`config.mk`:
```
export PLATFORM = sky130hd
export DESIGN_NAME = prog_loader_flat
export DESIGN_NICKNAME = d
export VERILOG_FILES = /design/src/rtl/simplez_pkg.sv /design/src/rtl/prog_loader_if.sv /design/src/rtl/prog_loader.sv /design/src/flat_wrapper.sv
export SDC_FILE = /design/constraint.sdc
export NUM_CORES = 1
export LEC_CHECK = 0
export BUFFER_PORTS_ARGS = -buffer_cell sky130_fd_sc_hd__buf_2
export CAP_MARGIN = 20
export CORE_ASPECT_RATIO = 0.5
export CORE_MARGIN = 4
export CORE_UTILIZATION = 35
export DETAILED_ROUTE_END_ITERATION = 8
export SYNTH_ARGS = -nofsm -noshare
export SYNTH_HDL_FRONTEND = slang
export SYNTH_SLANG_ARGS = --single-unit
```
`constraint.sdc`:
```
create_clock -name clk -period 3.4 [get_ports clk]
set_clock_uncertainty 0.1 [all_clocks]
set_input_delay 0.17 -clock clk [delete_from_list [all_inputs] [get_ports clk]]
set_output_delay 0.17 -clock clk [all_outputs]
set_load 0.03 [all_outputs]
```
`src/rtl/simplez_pkg.sv`:
```
// simplez_pkg: constants and types shared by the Simplez memory, CPU and program loader.
package simplez_pkg;

  localparam int ADDR_W = 9;
  localparam int DATA_W = 12;
  localparam logic [7:0] SYNC_BYTE = 8'h4C;

  typedef enum logic [2:0] {
    IDLE,
    LEN_H,
    LEN_L,
    WHI,
    WLO,
    CHK,
    DONE,
    ERROR
  } loader_state_t;

endpackage

```
`src/rtl/prog_loader_if.sv`:
```
// prog_loader_if: UART byte input plus memory write port and CPU control of the program loader.
interface prog_loader_if;
  import simplez_pkg::*;

  logic [7:0]        rx_data;
  logic              rx_valid;
  logic [ADDR_W-1:0] mem_addr;
  logic [DATA_W-1:0] mem_data;
  logic              mem_wr;
  logic              busy;
  logic              done;
  logic              error;
  logic              cpu_rstn;

  modport master (
    input  rx_data, rx_valid,
    output mem_addr, mem_data, mem_wr, busy, done, error, cpu_rstn
  );

  modport slave (
    output rx_data, rx_valid,
    input  mem_addr, mem_data, mem_wr, busy, done, error, cpu_rstn
  );

endinterface

```
`src/rtl/prog_loader.sv`:
```
// prog_loader: turns a UART byte frame into sequential 12-bit Simplez memory writes, holding the CPU in reset meanwhile.
// Define PROG_LOADER_CHECKSUM_EN to require a trailing 8-bit checksum byte before the CPU is released.
module prog_loader
  import simplez_pkg::*;
#(
  parameter logic [ADDR_W-1:0] BASE_ADDR = '0
) (
  input  logic          clk,
  input  logic          rstn,
  prog_loader_if.master bus
);

  loader_state_t   state, next_state;
  logic [3:0]      nibble;
  logic            len_hi;
  logic [ADDR_W:0] n_words;
  logic [ADDR_W:0] wcount;
  logic            last_word;
  logic            new_frame;
`ifdef PROG_LOADER_CHECKSUM_EN
  logic [7:0]      csum;
`endif

  assign last_word    = (wcount + (ADDR_W+1)'(1)) == n_words;
  assign new_frame    = (next_state == LEN_H) && (state != LEN_H);
  assign bus.busy     = !(state inside {IDLE, DONE, ERROR});
  assign bus.error    = (state == ERROR);

  always_comb begin
    next_state = state;
    case (state)
      IDLE:
        if (bus.rx_valid && bus.rx_data == SYNC_BYTE) next_state = LEN_H;
      LEN_H:
        if (bus.rx_valid) next_state = (bus.rx_data[7:1] != '0) ? ERROR : LEN_L;
      LEN_L:
        if (bus.rx_valid) next_state = WHI;
      WHI:
        if (bus.rx_valid) next_state = (bus.rx_data[7:4] != '0) ? ERROR : WLO;
      WLO:
        if (bus.rx_valid) begin
`ifdef PROG_LOADER_CHECKSUM_EN
          next_state = last_word ? CHK : WHI;
`else
          next_state = last_word ? DONE : WHI;
`endif
        end
`ifdef PROG_LOADER_CHECKSUM_EN
      CHK:
        if (bus.rx_valid) next_state = (bus.rx_data == csum) ? DONE : ERROR;
`endif
      DONE, ERROR:
        if (bus.rx_valid && bus.rx_data == SYNC_BYTE) next_state = LEN_H;
      default:
        next_state = IDLE;
    endcase
  end

  always_ff @(posedge clk or negedge rstn) begin
    if (!rstn) state <= IDLE;
    else       state <= next_state;
  end

  // cpu_rstn rises only after a full cycle in DONE, so the last write completes before the CPU runs.
  always_ff @(posedge clk or negedge rstn) begin
    if (!rstn) begin
      bus.mem_addr <= BASE_ADDR;
      bus.mem_data <= '0;
      bus.mem_wr   <= 1'b0;
      bus.done     <= 1'b0;
      bus.cpu_rstn <= 1'b0;
      nibble       <= '0;
      len_hi       <= 1'b0;
      n_words      <= '0;
      wcount       <= '0;
`ifdef PROG_LOADER_CHECKSUM_EN
      csum         <= '0;
`endif
    end else begin
      bus.mem_wr   <= 1'b0;
      bus.done     <= (state == DONE) && !bus.cpu_rstn;
      bus.cpu_rstn <= (state == DONE) && (next_state == DONE);
      if (new_frame)       bus.mem_addr <= BASE_ADDR;
      else if (bus.mem_wr) bus.mem_addr <= bus.mem_addr + ADDR_W'(1);
      if (bus.rx_valid) begin
        case (state)
          LEN_H: len_hi <= bus.rx_data[0];
          LEN_L: begin
            n_words <= {({len_hi, bus.rx_data} == '0), len_hi, bus.rx_data};
            wcount  <= '0;
          end
          WHI: nibble <= bus.rx_data[3:0];
          WLO: begin
            bus.mem_data <= {nibble, bus.rx_data};
            bus.mem_wr   <= 1'b1;
            wcount       <= wcount + (ADDR_W+1)'(1);
          end
          default: ;
        endcase
`ifdef PROG_LOADER_CHECKSUM_EN
        if (state == LEN_H) csum <= bus.rx_data;
        else if (state inside {LEN_L, WHI, WLO}) csum <= csum + bus.rx_data;
`endif
      end
    end
  end

endmodule

```
`src/flat_wrapper.sv`:
```
// flat-port wrapper written by rule: the top's interface ports become plain ports
module prog_loader_flat import simplez_pkg::*;
#(
  parameter logic [ADDR_W-1:0] BASE_ADDR = '0
)
  (clk, rstn, bus_rx_data, bus_rx_valid, bus_mem_addr, bus_mem_data, bus_mem_wr, bus_busy, bus_done, bus_error, bus_cpu_rstn);
  prog_loader_if bus_i ();
  input  logic clk;
  input  logic rstn;
  input wire logic [$bits(bus_i.rx_data)-1:0] bus_rx_data;
  input wire logic [$bits(bus_i.rx_valid)-1:0] bus_rx_valid;
  output wire logic [$bits(bus_i.mem_addr)-1:0] bus_mem_addr;
  output wire logic [$bits(bus_i.mem_data)-1:0] bus_mem_data;
  output wire logic [$bits(bus_i.mem_wr)-1:0] bus_mem_wr;
  output wire logic [$bits(bus_i.busy)-1:0] bus_busy;
  output wire logic [$bits(bus_i.done)-1:0] bus_done;
  output wire logic [$bits(bus_i.error)-1:0] bus_error;
  output wire logic [$bits(bus_i.cpu_rstn)-1:0] bus_cpu_rstn;
  assign bus_i.rx_data = bus_rx_data;
  assign bus_i.rx_valid = bus_rx_valid;
  assign bus_mem_addr = bus_i.mem_addr;
  assign bus_mem_data = bus_i.mem_data;
  assign bus_mem_wr = bus_i.mem_wr;
  assign bus_busy = bus_i.busy;
  assign bus_done = bus_i.done;
  assign bus_error = bus_i.error;
  assign bus_cpu_rstn = bus_i.cpu_rstn;
  prog_loader #(.BASE_ADDR(BASE_ADDR)) u_core (.clk(clk), .rstn(rstn), .bus(bus_i));
endmodule
```
==> results of run 1 <==
==> stage by stage <==
step	cell area, µm²	worst slack [ns]	util, %	hold WS (ns)
CTS	3070	0.970	41.8	0.0348
floorplan	2660	1.46	-	-0.226
detailed placement	2900	0.996	39.4	0.137
global placement	2900	0.959	39.4	0.124
global route	3070	0.699	41.8	0.0362
finish	3070	0.938	41.8	0.0396
==> synth_stat cells (all sizes together), types with 2 or more instances <==
cell type / number
xnor2: 12
mux2i: 3
o31ai: 3
nand3: 11
a31oi: 3
a32o: 3
nor3b: 2
o41ai: 2
or3: 3
xor2: 8
nand2: 81
inv: 3
and3: 8
nor2: 25
nand4: 5
buf: 3
dfrtp: 52
o21ai: 19
nor3: 5
a32oi: 2
clkbuf: 11
nor4: 2
nor4b: 2
a21oi: 4
ha: 2
mux2: 5
==> kinds of logic after synthesis <==
family | after synthesis | share of synthesized area, %
flops | 52 | 48.9
compound gates | 44 | 10.7
fa+ha+maj | 2 | 0.941
simple gates | 147 | 26.1
buf+inv | 18 | 3.53
xor+xnor | 20 | 6.59
mux | 8 | 3.25
==> state kept, by name, indices dropped and copies added (netlist names) <==
signal,count
u_core.bus.mem_addr,9
u_core.bus.mem_data,12
u_core.wcount,10
u_core.nibble,4
u_core.n_words,10
u_core.state,3
u_core.len_hi,1
u_core.bus.mem_wr,1
u_core.bus.cpu_rstn,1
u_core.bus.done,1
==> area by class of cell <==
type,instances,area share (%)
clock buffers,6,4.19
clock inverters,2,1.26
inverters,4,0.488
multi-input cells,221,41.1
flip-flops and latches,52,42.3
well taps,96,3.91
repair buffers,39,6.67
==> worst reg2reg max path, delay by kind of cell, from the launching register on <==
family	cells	cell delay [ns]
and+or+nand+nor	3	0.90
DFF	1	0.64
buffers and inverters	1	0.45
AOI/OAI and AO/OA	2	0.28
==> layer usage <==
layer	global-route usage, %	wire (µm)
met1	20.4	3190
met2	20.6	2700
met3	3.33	225
met4	3.14	40
met5	0	0
==> path summary, 6_finish.rpt <==
| kind | from | to | cells after the start |
|---|---|---|---|
| min in group asynchronous | rstn | u_core.state[0]$_DFF_PN0_ | 2 |
| worst min-delay path | bus_rx_data[1] | u_core.n_words[1]$_DFFE_PN0P_ | 3 |
| worst min register to register | u_core.bus.cpu_rstn$_DFF_PN0_ | u_core.bus.done$_DFF_PN0_ | 1 |
| worst max-delay path | u_core.state[1]$_DFF_PN0_ | u_core.wcount[3]$_DFFE_PN0P_ | 6 |
| max in group asynchronous | rstn | u_core.n_words[1]$_DFFE_PN0P_ | 3 |
| worst max register to register | u_core.state[1]$_DFF_PN0_ | u_core.wcount[3]$_DFFE_PN0P_ | 6 |
==> power groups by stage <==
| stage | clock, mW | combinational [mW] | sequential [mW] |
|---|---|---|---|
| 2_1_floorplan | 0 | 0.553 | 1.25 |
| 3_3_place_gp | 0 | 0.981 | 1.09 |
| 3_5_place_dp | 0 | 1.00 | 1.10 |
| 4_1_cts | 0.600 | 1.01 | 1.09 |
| 5_1_grt | 0.627 | 1.09 | 1.13 |
| 6_report | 0.582 | 0.996 | 1.09 |
==> out/metrics.cfg, run 1 <==
[detailed_routing]
firstDrtPassIters = 4
routed_wl_mm = 6.16
vias_per_cell = 5.19
wire_per_inst_um = 14.7
final_antenna_net_count = 0
vias = 2180
drcViolationCount = 0
first_iter_violations = 97

[grt]
grt_first_pass_wirelength_mm = 10.5
grt_pass1_vias = 2009
grt_antenna_before_repair = 0
grt_use_total_pct = 13.8
grt-ovfl-total = 0
grt_max_degree = 29

[clock_tree]
cts_sinks = 52
htree_levels = 2
cts_tree = built
cts_resized = 0
cts_setup_buffers = 0
clk_latency_ns = 0.29
cts_inserted_buffers = 5
cts_hold_buf = 1
cts_root_buf = clkbuf_16
path_clk_slew_ns = 0.07
clockBufferDepth = 2

[power_and_ir_drop]
pwr-share-comb_pct = 37.3
p_seq_share_pct = 40.9
swShare_pct = 41.8
ir_drop_v = 0.000320
switchingPower_mw = 1.12
clockPowerShare_pct = 21.8
power.total_mw = 2.67
p_int_mw = 1.56
leakagePower_nw = 1.46
power_density_nw_per_um2 = 869

[floorplanning]
fp.coreArea_um2 = 7350
ioPinCount = 37
die_area_um2 = 9140
rows = 22
die_h_um = 69.6
fp.dieW_um = 131
start_util_pct = 36.2

[flow_run]
cap_viol_max_count = 0

[synthesis]
synth.top_cell.area_share_pct = 48.9
synth_top_area_cell = dfrtp_1
netlist_instances = 291
synth_seq_cells = 52
synthArstFlopShare_pct = 100
netlist_area_um2 = 2660
synth_edf_count = 0
yosysWarnings = 0
syn_nets = 304
ys_seq_area_share_pct = 48.9
synth_ff_type = dfrtp_1
synth_cell_types = 46
netlist_top_cells_area = dfrtp_1, nand2_1, xnor2_1, o21ai_0, nor2_1
syn_avg_cell_area_um2 = 9.14

[setup_path]
crit_type = register to register
cp-end-kind = register
cp.required_ns = 3.49
crit_arrival_ns = 2.55
crit_path_max_fanout = 17
cp.buffers_inverters = 1
path_cells = nor3b_1 -> nand2_1 -> clkinv_1 -> nor2_1 -> o21ai_0 -> o31ai_1
slowest_delay_ns = 0.64
cpLargestDelayFamily = simple AND/OR/NAND/NOR gates
slowest_stage = dfrtp_1
r2r_slack_ns = 0.94
crit_path_start_kind = register

[timing]
period_minus_slack_ns = 2.46
rsz0062_at_grt = false
setup_viol = 0
timing.final.crit_share_pct = 72.4
tns_ns = 0
hold_viol = 0
tightest_slew_ns = 0.641
clock.fmax_mhz = 406
slew_viol_final = 0
maxSlewHeadroom_pct = 57.3

[final_layout]
diodes = 0
nNetsFinal = 336
drive_above_1_share_pct = 17.9
regArea_um2 = 1300
area_growth_pct = 15.6
fillers = 707
multi_input_area_um2 = 1260
final_cell_mix = nand2_1, dfrtp_1, buf_2
layout_commonest_cell = nand2_1
instances_no_fill = 420

[place]
port_buffers = 36
dp.cells = 411
place.gp.congestion = 0.814
hpwl_mm = 4.37

[worst_hold_path]
hold_class = input pin to register

[status]
status = finished clean

Power figures use the tool's default switching activity.
==> run 2: changes to the inputs <==
- clock period: 3.4 -> 2.41 ns (I/O delays scaled with it)
==> run 2 against run 1 <==
Fmax is 9.4% higher. Clock power is 43% higher. Via count is 1.6% higher. Total power is 43% higher. Design area is 3.6% higher. Routed wire length is 1.3% higher. Core utilization is 1.5 points higher. Combinational power is 48% higher. Sequential power is 39% higher. Global-route usage is 0.52 points higher. Clock-buffer cell count is 1 lower. Non-clock buffer count is 12 higher.
==> out/metrics.cfg, run 2 (synthesized netlist as in run 1, its figures left out) <==
[clock_tree]
cts_hold_buf = 8
cts_root_buf = clkbuf_16
path_clk_slew_ns = 0.07
clk_latency_ns = 0.30
clockBufferDepth = 2
cts_inserted_buffers = 5
cts_tree = built
cts_resized = 0
htree_levels = 2
cts_setup_buffers = 0
cts_sinks = 52

[power_and_ir_drop]
leakagePower_nw = 1.51
power_density_nw_per_um2 = 1200
ir_drop_v = 0.000548

[grt]
grt_antenna_before_repair = 0
grt_max_degree = 34
grt_use_total_pct = 14.4
grt-ovfl-total = 0
grt_first_pass_wirelength_mm = 10.7
grt_pass1_vias = 2094

[worst_hold_path]
hold_class = input pin to register

[detailed_routing]
final_antenna_net_count = 0
drcViolationCount = 0
routed_wl_mm = 6.24
vias_per_cell = 5.13
vias = 2215
wire_per_inst_um = 14.4
first_iter_violations = 156
firstDrtPassIters = 4

[final_layout]
largest_registers = u_core.bus.mem_data (12), u_core.n_words (10), u_core.wcount (10)
drive_above_1_share_pct = 19.0
fin_area_um2 = 3190
instances_no_fill = 432
diodes = 0
largest_reg_flops = 12
layout_commonest_cell = nand2_1
regMostFlops = u_core.bus.mem_data
area_growth_pct = 19.8
nNetsFinal = 348
final_cell_mix = nand2_1, dfrtp_1, buf_2

[place]
hpwl_mm = 4.44
dp.cells = 416
port_buffers = 36
place.gp.congestion = 0.855
dp_slack_ns = 0.206
dpl_cell_area_um2 = 2930

[floorplanning]
fp.dieW_um = 131
rows = 22
die_area_um2 = 9140
start_util_pct = 36.2
fp.coreArea_um2 = 7350
die_h_um = 69.6
ioPinCount = 37

[setup_path]
cpLargestDelayFamily = compound AO/OA/AOI/OAI gates
slowest_delay_ns = 0.48
cp.required_ns = 2.48
crit_arrival_ns = 2.32
cp-end-kind = register
path_cells = ha_1 -> nand2_1 -> o41ai_1 -> o32ai_1 -> nor4b_2 -> o21ai_0
slowest_stage = dfrtp_1
crit_type = register to register
cp.buffers_inverters = 0
crit_path_start_kind = register
crit_path_max_fanout = 7

[timing]
slew_viol_final = 0
period_minus_slack_ns = 2.25
maxSlewHeadroom_pct = 50.0
hold_viol = 0
tns_ns = 0
finalWorstSetupSlack_ns = 0.159
tightest_slew_ns = 0.750
timing.final.crit_share_pct = 93.4
rsz0062_at_grt = false
setup_viol = 0
clock.fmax_mhz = 444

[status]
status = finished clean

[flow_run]
cap_viol_max_count = 0

-- run 2: where the power goes --
part | internal [mW] | switching [mW] | leakage, nW
combinational | 0.541 | 0.929 | 0.754
sequential | 1.19 | 0.322 | 0.676
clock | 0.494 | 0.335 | 0.0804
-- run 2: worst paths after layout --
kind	to	start	depth (start not counted)	slack, ns
max in group asynchronous	u_core.wcount[8]$_DFFE_PN0P_	rstn	3	1.24
min	u_core.bus.mem_data[6]$_DFFE_PN0P_	bus_rx_data[6]	3	0.14
max reg2reg	u_core.state[0]$_DFF_PN0_	u_core.wcount[0]$_DFFE_PN0P_	6	0.16
min in group asynchronous	u_core.bus.mem_addr[4]$_DFFE_PN0P_	rstn	2	0.32
min reg2reg	u_core.bus.done$_DFF_PN0_	u_core.bus.cpu_rstn$_DFF_PN0_	1	0.33
max	u_core.state[0]$_DFF_PN0_	u_core.wcount[0]$_DFFE_PN0P_	6	0.16
-- run 2: area by class of cell --
cell class	instances	area, µm²
clock inverter	3	46.3
clock buffer	5	125
fill	706	4160
sequential	52	1300
multi-input combinational	221	1260
inverter	4	15.0
timing repair buffer	51	313
tap	96	120
-- run 2: metal layers --
metal / vias to the layer above / GRT usage (%) / part of all wire (%)
li1: 1087 / - / -
met1: 1073 / 20.7 / 50
met2: 48 / 20.9 / 44
met3: 7 / 3.70 / 5.2
met4: 0 / 4.77 / 1.2
met5: - / 0 / 0
-- run 2: tightest hold or removal path, stage by stage --
cell     delay [ns]
buf_2          0.12
inv_1          0.10
o21ai_0        0.16
-- run 2: through the flow --
| step | hold WS (ns) | power [mW] | util (%) |
|---|---|---|---|
| 2_1_floorplan | -0.275 | 2.55 | - |
| 3_3_place_gp | 0.115 | 2.96 | 39.9 |
| 3_5_place_dp | 0.137 | 2.99 | 39.9 |
| 4_1_cts | 0.138 | 3.85 | 43.3 |
| 5_1_grt | 0.165 | 4.08 | 43.3 |
| 6_report | 0.142 | 3.81 | 43.3 |
==> run 3: changes to the inputs <==
- clock period: 2.41 -> 2.5 ns (I/O delays scaled with it)
==> run 3 against run 2 <==
Clock-buffer cell count stayed put. Register-to-register slack gained 0.10 ns. Flip-flop and latch count unchanged. Die area stayed put. Non-clock buffer count decreased by 3. Clock power is 15% lower. Critical path depth did not move. Core utilization is 0.48 points lower. Sequential power is 3% lower. Largest power group unchanged.
==> out/metrics.cfg, run 3 (synthesized netlist as in run 1, its figures left out) <==
[clock_tree]
cts_root_buf = clkbuf_16
htree_levels = 2
cts_resized = 0
cts_tree = built
path_clk_slew_ns = 0.07
clk_latency_ns = 0.29
clockBufferDepth = 2
cts_inserted_buffers = 5
cts_sinks = 52

[place]
dp_slack_ns = 0.284
port_buffers = 36
dpl_cell_area_um2 = 2920
hpwl_mm = 4.30
place.gp.congestion = 0.838

[setup_path]
crit_arrival_ns = 2.30
cp.required_ns = 2.57
crit_path_start_kind = register
crit_path_max_fanout = 7
crit_type = register to register
cp-end-kind = register

[grt]
grt_pass1_vias = 2086
grt-ovfl-total = 0
grt_first_pass_wirelength_mm = 10.3
grt_antenna_before_repair = 0
grt_use_total_pct = 13.6
grt_max_degree = 45

[timing]
timing.final.crit_share_pct = 89.4
tightest_slew_ns = 0.523
slew_viol_final = 0
rsz0062_at_grt = false
hold_viol = 0
tns_ns = 0
period_minus_slack_ns = 2.24
setup_viol = 0
finalWorstSetupSlack_ns = 0.264
clock.fmax_mhz = 447
maxSlewHeadroom_pct = 64.8

[detailed_routing]
firstDrtPassIters = 4
vias_per_cell = 5.11
drcViolationCount = 0
routed_wl_mm = 5.96
vias = 2191
wire_per_inst_um = 13.9
final_antenna_net_count = 0
first_iter_violations = 102

[final_layout]
regMostFlops = u_core.bus.mem_data
area_growth_pct = 18.4
largest_registers = u_core.bus.mem_data (12), u_core.n_words (10), u_core.wcount (10)
fillers = 714
final_cell_mix = nand2_1, dfrtp_1, buf_2
drive_above_1_share_pct = 18.9
fin_area_um2 = 3150
nNetsFinal = 345
largest_reg_flops = 12
layout_commonest_cell = nand2_1
diodes = 0

[power_and_ir_drop]
power.total_mw = 3.57
ir_drop_v = 0.000412
leakagePower_nw = 1.50
power_density_nw_per_um2 = 1130

[floorplanning]
ioPinCount = 37
fp.coreArea_um2 = 7350
die_h_um = 69.6
fp.dieW_um = 131
start_util_pct = 36.2
die_area_um2 = 9140
rows = 22

[status]
status = finished clean

[worst_hold_path]
hold_class = input pin to register

[flow_run]
cap_viol_max_count = 0

run 3: layout make-up:
class	count	area [µm²]	area share, %
timing repair buffer	48	298	9.45
multi-input combinational	221	1260	40.2
inverter	4	15.0	0.477
tap	96	120	3.81
clock inverter	3	26.3	0.834
clock buffer	5	125	3.97
sequential	52	1300	41.3
run 3: layer usage:
metal	routed length (µm)	GRT usage [%]
met5	0	0
met3	260	3.41
met1	3060	19.9
met4	39	2.79
met2	2600	20.5
run 3: worst paths after layout:
check / start / to / slack [ns] / cells past startpoint
min: bus_rx_data[7] / u_core.n_words[7]$_DFFE_PN0P_ / 0.005 / 3
min in group asynchronous: rstn / u_core.n_words[6]$_DFFE_PN0P_ / 0.13 / 2
max in group asynchronous: rstn / u_core.wcount[9]$_DFFE_PN0P_ / 1.72 / 3
min reg2reg: u_core.bus.cpu_rstn$_DFF_PN0_ / u_core.bus.done$_DFF_PN0_ / 0.33 / 1
max: u_core.wcount[0]$_DFFE_PN0P_ / u_core.state[0]$_DFF_PN0_ / 0.26 / 6
max reg2reg: u_core.wcount[0]$_DFFE_PN0P_ / u_core.state[0]$_DFF_PN0_ / 0.26 / 6
run 3: through the flow:
| stage | utilization, % | hold WS (ns) | cells |
|---|---|---|---|
| 3_3_place_gp | 39.7 | 0.238 | 414 |
| 3_5_place_dp | 39.7 | 0.252 | 414 |
| 4_1_cts | 42.6 | 0.00341 | 428 |
| 2_1_floorplan | - | -0.271 | 291 |
| 5_1_grt | 42.9 | 0.00939 | 429 |
| 6_report | 42.9 | 0.00512 | 429 |
run 3: what timing repair did:
item                                    CTS  global route
hold buffers                              6             0
hold endpoints to repair                 50             0
setup buffers                             0             0
endpoints found under the setup margin    0             0
run 3: report_power, final:
part	switching [mW]	internal (mW)	total [mW]	leakage (nW)
registers	0.321	1.15	1.47	0.676
logic	0.881	0.515	1.40	0.746
clock network	0.328	0.379	0.707	0.0744
total	1.53	2.04	3.57	1.50
run 3: critical path, cell delays in order, from the launching register on:
cell and delay, ns:
dfrtp_1 0.49, ha_1 0.35, nand2_1 0.16, o41ai_1 0.36
o32ai_1 0.16, nor4b_2 0.35, o21ai_0 0.15
